==> src/rtl/if_stage_pkg.sv <==
// Shared fetch-stage definitions: NOP encoding, fetch FSM states, default reset PC,
// and the word-alignment helper applied to redirect targets.
package if_stage_pkg;

   localparam logic [31:0] NOP_INSTR        = 32'h0000_0013;
   localparam logic [31:0] DEFAULT_RESET_PC = 32'h0000_0000;

   typedef enum logic [1:0] {
      FS_BOOT   = 2'd0,
      FS_RUN    = 2'd1,
      FS_HALTED = 2'd2
   } fetch_state_e;

   function automatic logic [31:0] align_word(input logic [31:0] addr);
      return {addr[31:2], 2'b00};
   endfunction

endpackage

==> src/rtl/if_id_reg.sv <==
// IF/ID pipeline register: one-cycle capture on load, holds otherwise, flush wins over load.
// No internal backpressure; the owner gates load/flush against its own stall logic.
module if_id_reg
   import if_stage_pkg::*;
(
   input  logic        clk_i,
   input  logic        reset_i,
   input  logic        load_i,
   input  logic        flush_i,
   input  logic [31:0] pc_i,
   input  logic [31:0] pc_plus4_i,
   input  logic [31:0] instr_i,
   output logic        valid_o,
   output logic [31:0] pc_o,
   output logic [31:0] pc_plus4_o,
   output logic [31:0] instr_o
);

   logic        valid_q;
   logic [31:0] pc_q;
   logic [31:0] pc_plus4_q;
   logic [31:0] instr_q;

   // A flush only kills validity and the instruction word; the PC fields keep their last value.
   always_ff @(posedge clk_i) begin
      if (reset_i) begin
         valid_q    <= 1'b0;
         pc_q       <= 32'h0;
         pc_plus4_q <= 32'h0;
         instr_q    <= NOP_INSTR;
      end else if (flush_i) begin
         valid_q    <= 1'b0;
         instr_q    <= NOP_INSTR;
      end else if (load_i) begin
         valid_q    <= 1'b1;
         pc_q       <= pc_i;
         pc_plus4_q <= pc_plus4_i;
         instr_q    <= instr_i;
      end
   end

   assign valid_o    = valid_q;
   assign pc_o       = pc_q;
   assign pc_plus4_o = pc_plus4_q;
   assign instr_o    = instr_q;

endmodule

==> src/rtl/if_stage.sv <==
// RV32I fetch stage: PC, BOOT/RUN/HALTED control, IF/ID capture; one instr/cycle, redirect costs one bubble.
// Stall freezes PC, IF/ID and the fetch counter in the same edge; redirect > halt > stall > fetch.
module if_stage #(
   parameter logic [31:0] RESET_PC = if_stage_pkg::DEFAULT_RESET_PC
) (
   input  logic        clk,
   input  logic        reset,
   output logic [31:0] imem_pc,
   input  logic [31:0] imem_instr,
   input  logic        stall,
   input  logic        redirect_valid,
   input  logic [31:0] redirect_pc,
   input  logic        halt_req,
   output logic        if_id_valid,
   output logic [31:0] if_id_pc,
   output logic [31:0] if_id_pc_plus4,
   output logic [31:0] if_id_instr,
   output logic        misaligned,
   output logic        halted,
   output logic [31:0] fetch_count
);

   import if_stage_pkg::*;

   localparam logic [1:0] ST_BOOT   = FS_BOOT;
   localparam logic [1:0] ST_RUN    = FS_RUN;
   localparam logic [1:0] ST_HALTED = FS_HALTED;

   logic [1:0]  state_q, state_d;
   logic [31:0] pc_q, pc_d;
   logic [31:0] fetch_count_q, fetch_count_d;
   logic        misaligned_q, misaligned_d;
   logic        halted_q;
   logic        load;
   logic        flush;
   logic [31:0] pc_plus4;

   assign pc_plus4 = pc_q + 32'd4;

   always_comb begin
      state_d       = state_q;
      pc_d          = pc_q;
      fetch_count_d = fetch_count_q;
      misaligned_d  = 1'b0;
      load          = 1'b0;
      flush         = 1'b0;
      case (state_q)
         ST_BOOT: begin
            state_d = ST_RUN;
         end
         ST_RUN: begin
            if (redirect_valid) begin
               pc_d         = align_word(redirect_pc);
               flush        = 1'b1;
               misaligned_d = |redirect_pc[1:0];
            end else if (halt_req) begin
               flush   = 1'b1;
               state_d = ST_HALTED;
            end else if (!stall) begin
               load          = 1'b1;
               pc_d          = pc_plus4;
               fetch_count_d = fetch_count_q + 32'd1;
            end
         end
         ST_HALTED: begin
            // Only a redirect restarts fetch; stall and halt_req are ignored here.
            flush = 1'b1;
            if (redirect_valid) begin
               pc_d         = align_word(redirect_pc);
               misaligned_d = |redirect_pc[1:0];
               state_d      = ST_RUN;
            end
         end
         default: begin
            state_d = ST_BOOT;
         end
      endcase
   end

   always_ff @(posedge clk) begin
      if (reset) begin
         state_q       <= ST_BOOT;
         pc_q          <= RESET_PC;
         fetch_count_q <= 32'h0;
         misaligned_q  <= 1'b0;
         halted_q      <= 1'b0;
      end else begin
         state_q       <= state_d;
         pc_q          <= pc_d;
         fetch_count_q <= fetch_count_d;
         misaligned_q  <= misaligned_d;
         halted_q      <= (state_d == ST_HALTED);
      end
   end

   if_id_reg u_if_id_reg (
      .clk_i      (clk),
      .reset_i    (reset),
      .load_i     (load),
      .flush_i    (flush),
      .pc_i       (pc_q),
      .pc_plus4_i (pc_plus4),
      .instr_i    (imem_instr),
      .valid_o    (if_id_valid),
      .pc_o       (if_id_pc),
      .pc_plus4_o (if_id_pc_plus4),
      .instr_o    (if_id_instr)
   );

   assign imem_pc     = pc_q;
   assign misaligned  = misaligned_q;
   assign halted      = halted_q;
   assign fetch_count = fetch_count_q;

endmodule

==> config.mk <==
export PLATFORM = sky130hd
export DESIGN_NAME = if_stage
export DESIGN_NICKNAME = d
export VERILOG_FILES = /design/src/rtl/if_stage_pkg.sv /design/src/rtl/if_id_reg.sv /design/src/rtl/if_stage.sv
export SDC_FILE = /design/constraint.sdc
export NUM_CORES = 1
export LEC_CHECK = 0
export CELL_PAD_IN_SITES_DETAIL_PLACEMENT = 1
export CELL_PAD_IN_SITES_GLOBAL_PLACEMENT = 2
export CORE_MARGIN = 3
export CORE_UTILIZATION = 28
export DETAILED_ROUTE_END_ITERATION = 7
export MAX_ROUTING_LAYER = met4
export PLACE_DENSITY_LB_ADDON = 0.1
export SYNTH_ARGS = -nofsm -noshare
export SYNTH_HDL_FRONTEND = slang
export SYNTH_SLANG_ARGS = --single-unit
==> constraint.sdc <==
create_clock -name clk -period 5.3 [get_ports clk]
set_input_delay 1.59 -clock clk [delete_from_list [all_inputs] [get_ports clk]]
set_output_delay 1.59 -clock clk [all_outputs]
set_load 0.01 [all_outputs]
Word level (Yosys, flattened, before mapping) --
Cells that the tools add are included.
Word-level totals: bits in registers 165, output and inout bits 163
Operators by class: add/sub/neg operators 2, equality and inequality tests 6, multiplexer cells 16, bitwise gates (word level) 5, reductions and logical operators 9
Operator list (count):
- 32-bit two-way mux | 4
- 32-bit case mux with 2 select lines | 1
- 32-bit by 1-bit adder with 32-bit output, second input constant | 1
- 32-bit by 3-bit adder with 32-bit output, second input constant | 1
- 4-bit AND reduction | 2
- 1-bit two-way mux | 6
- 2-bit two-way mux | 3
- 3-bit inequality test, second input constant | 2
- 2-bit case mux with 3 select lines | 1
- 2-bit OR reduction | 3
- 1-bit inverter | 5
- 2-bit == test, second input constant | 2
- 3-bit OR reduction | 1
- 2-bit by 1-bit == test with 1-bit output, second input constant | 1
- 2-bit zero test | 1
- 2-bit inequality test, second input constant | 1
- 1-bit case mux with 2 select lines | 1
- 2-bit AND reduction | 1
- 2-bit nonzero test | 1

Logic depth before layout (Yosys ltp) --
depth in word-level cells 5, gate-level depth with buffers 10, depth with buffers taken out 6

By module --
Synthesis repeated with hierarchy kept, for this count alone.
Second synthesis, totals: cells, all modules 897, area, all modules 8119.0 sq um
Modules (own cells, without submodules):
- if_id_reg | instances 1, cells each 400, area each 4201.5 sq um, seq. area each 1941.9 sq um
- if_stage | instances 1, cells each 497, area each 3917.5 sq um, seq. area each 1321.3 sq um

Least setup slack after synthesis --
OpenSTA, ideal clock, no wires.
path type input port to flip-flop, start in redirect_valid, end reg fetch_count_q[29], in the netlist fetch_count[29], arrival 3.181 ns, data required time 5.179 ns, path slack 1.998 ns, cell stages on the path 5, buffers on the path 1, path through or4b_1 > or3_4 > buf_6 > nor3_1 > mux2_2
Between the ends: longest elaborated chain between the ends 2
Ends and longest elaborated chain:
- start, declared | line if_stage.sv:11 | input logic redirect_valid,
- 1-bit inverter (no source line)
- 4-bit AND reduction (no source line)
- end signal, assigned | line if_stage.sv:90 | fetch_count_q <= fetch_count_d;
- end, declared | line if_stage.sv:31 | logic [31:0] fetch_count_q, fetch_count_d;
Every way passes these cells. A chain may end at the register's enable or synchronous reset.

Worst setup path after layout --
start in halt_req, end reg fetch_count_q[15], in the netlist fetch_count[15]
Between the ends: longest elaborated chain between the ends 2
Ends and longest elaborated chain:
- start, declared | line if_stage.sv:13 | input logic halt_req,
- 1-bit inverter (no source line)
- 4-bit AND reduction (no source line)
Every way passes these cells.

==> results.json <==
{
  "outcome": "finished clean",
  "ys_top_cells_by_count": "nand2_1, dfxtp_1, a21oi_1, nor2_1, clkbuf_1",
  "drt-total-wl_mm": 27.3,
  "cts-root-buf": "clkbuf_16",
  "worstHoldStart": "u_if_id_reg.instr_o[25]$_SDFFE_PP0P_",
  "grt_first_pass_wirelength_mm": 43.0,
  "antenna_found_initial": 1,
  "criticalPathCategory": "in -> reg",
  "fill_cells": 3133,
  "start_util_pct": 28.7,
  "first_pass_iters": 5,
  "crit_chain": "clkdlybuf4s50_1, or4b_1, buf_4, or2_2, or4_1, a21oi_1",
  "critPathArrivalTime_ps": 4100,
  "ys_warn_count": 0,
  "slowest_delay_ps": 700,
  "cts_max_level": 4,
  "endpoint_kind": "flip-flop",
  "drtAntennaViolNets": 0,
  "setup_slack_ps": 1550,
  "grt_pass1_vias": 7424,
  "worst_pin_slew_ps": 930,
  "io_buffers": 225,
  "ys_types": 62,
  "grt_setup_unrepaired": "no",
  "drt_iter0_markers": 453,
  "async_reset_ff_share_pct": 0,
  "peakVddDrop_mv": 0.191,
  "drive_gt1_share_pct": 6.27,
  "syn-cell-area_mm2": 0.00754,
  "synth.most_common_cell": "nand2_1",
  "cp_max_fo": 36,
  "slew_headroom_pct": 38.0,
  "num_rows": 59,
  "setup_tns_ps": 0,
  "clock_latency_ps": 430,
  "gp_congestion": 0.762,
  "setup_violations": 0,
  "cts_inserted_buffers": 17,
  "yosys.area.top_type": "dfxtp_1",
  "synth-seq-cells": 159,
  "placed_area_mm2": 0.00994,
  "synth-main-ff-cell": "dfxtp_1",
  "finClkSkew_ps": 19.6,
  "critPathLaunch": "halt_req",
  "nets": 1194,
  "crit_path_start_kind": "primary input",
  "cts_resized": 0,
  "die-height_um": 170,
  "vias": 7671,
  "grt.total_usage_pct": 19.1,
  "avgSynthCellArea_um2": 7.97,
  "synth_area_leaders": "dfxtp_1, nand2_1, a21oi_1",
  "grt_max_degree": 51,
  "place_hpwl_mm": 18.7,
  "finalCritPeriodShare_pct": 70.7,
  "post_cts_buffers": 0,
  "drv_slew": 0,
  "cts_buffer_depth": 2,
  "syn-instance-count": 946,
  "final_area_mm2": 0.0105,
  "fmax_mhz": 267,
  "synth.yosys.seq_area_share_pct": 42.2,
  "die-area_mm2": 0.0289,
  "grt-ovfl-total": 0,
  "ioPinCount": 232,
  "cpLargestDelayFamily": "simple AND/OR/NAND/NOR gates",
  "clock_sinks": 159,
  "areaGrowthSynthToFinish_pct": 39.3,
  "cp.required_ps": 5650,
  "hold_viol_final": 0,
  "synth_top_area_share_pct": 42.2,
  "reg2reg_from": "imem_pc[15]$_SDFFE_PP0P_",
  "power_density_mw_per_mm2": 266,
  "synth-edff-count": 0,
  "vias_per_cell": 5.23,
  "path_clk_slew_ps": 70,
  "worst-path-buf-inv": 2,
  "cts_tree": "yes",
  "fp.dieW_um": 170,
  "cts_hold_buf": 0,
  "maxCapViolCount": 0,
  "hold_class": "reg -> reg",
  "min_period_ps": 3750,
  "wire_per_inst_um": 18.6,
  "slowest_stage": "or4b_1",
  "core_area_mm2": 0.0263,
  "route.detailed.drc": 0,
  "place_ws_ps": 1080,
  "leakagePower_uw": 0.00325
}
[cells by family after synthesis]
kind of cell | Yosys count | synth area share, %
AO/OA/AOI/OAI | 242 | 20.7
XOR/XNOR | 16 | 1.86
adder cells (fa/ha/maj) | 6 | 0.995
buffers and inverters | 106 | 6.27
flip-flops | 159 | 42.2
multiplexers | 4 | 0.581
other | 1 | 0.0497
AND/OR/NAND/NOR | 412 | 27.4
[layout by cell type (no fill, tap or decap), drive strengths merged, types with 5 or more instances in the layout]
master / instances
a211oi: 16
a21oi: 92
a311oi: 17
a31oi: 11
a32oi: 9
and2: 6
and3: 7
and4: 8
buf: 17
clkbuf: 19
clkdlybuf4s50: 224
conb: 6
dfxtp: 159
ha: 6
inv: 19
nand2: 166
nand2b: 5
nand3: 32
nand4: 20
nor2: 66
nor2b: 9
nor3: 17
nor4: 14
o211ai: 13
o21ai: 36
o31ai: 19
or2: 7
or3: 18
or4: 25
xnor2: 11
xor2: 5
[flip-flops by register name, indices dropped and copies added, names as in the netlist]
signal / cells
imem_pc: 30
fetch_count: 32
state_q: 2
u_if_id_reg.pc_plus4_o: 30
misaligned: 1
halted: 1
u_if_id_reg.valid_o: 1
u_if_id_reg.pc_o: 30
u_if_id_reg.instr_o: 32
[power by group]
group          switching (uW)  internal, uW  total [uW]  leakage [uW]
combinational             162           153         315       0.00170
sequential               53.5          1230        1280       0.00129
clock                     545           656        1200      0.000265
total                     761          2040        2800       0.00325
[final cells by class]
| type | count | area, um^2 | area share [%] |
|---|---|---|---|
| Antenna cell | 1 | 2.50 | 0.0238 |
| Clock buffer | 19 | 433 | 4.12 |
| Clock inverter | 13 | 128 | 1.21 |
| Inverter | 14 | 52.6 | 0.500 |
| Multi-Input combinational cell | 686 | 3920 | 37.3 |
| Sequential cell | 159 | 3180 | 30.3 |
| Tap cell | 335 | 419 | 3.99 |
| Timing Repair Buffer | 241 | 2370 | 22.6 |
[metrics by stage]
stage               std cells  hold WS, ps  utilization, %  total power [uW]
finish                   1468          453            40.0              2800
global route             1468          474            40.0              2930
CTS                      1467          456            40.0              2850
detailed placement       1435          449            37.8              1630
global placement         1435          442            37.8              1630
floorplan                 951          481               -              1450
[routing by layer]
layer | global-route usage, % | share of wire [%]
met5 | - | 0
met4 | 4.16 | 0.98
met3 | 4.55 | 5.4
met2 | 29.0 | 46
met1 | 25.8 | 48
[final timing paths]
kind,to,slack [ps],cells past startpoint
worst max-delay path,fetch_count[15]$_SDFFE_PP0P_,1550,6
worst max register to register,imem_pc[22]$_SDFFE_PP0P_,2270,4
worst min-delay path,u_if_id_reg.instr_o[25]$_SDFFE_PP0P_,450,2
worst min register to register,u_if_id_reg.instr_o[25]$_SDFFE_PP0P_,450,2
[worst min-delay path: cells and delay by family (launching register included)]
| kind | cells | cell delay [ps] |
|---|---|---|
| AOI/OAI and AO/OA | 1 | 50 |
| DFF | 1 | 310 |
| and+or+nand+nor | 1 | 50 |
Power figures use the tool's default switching activity.
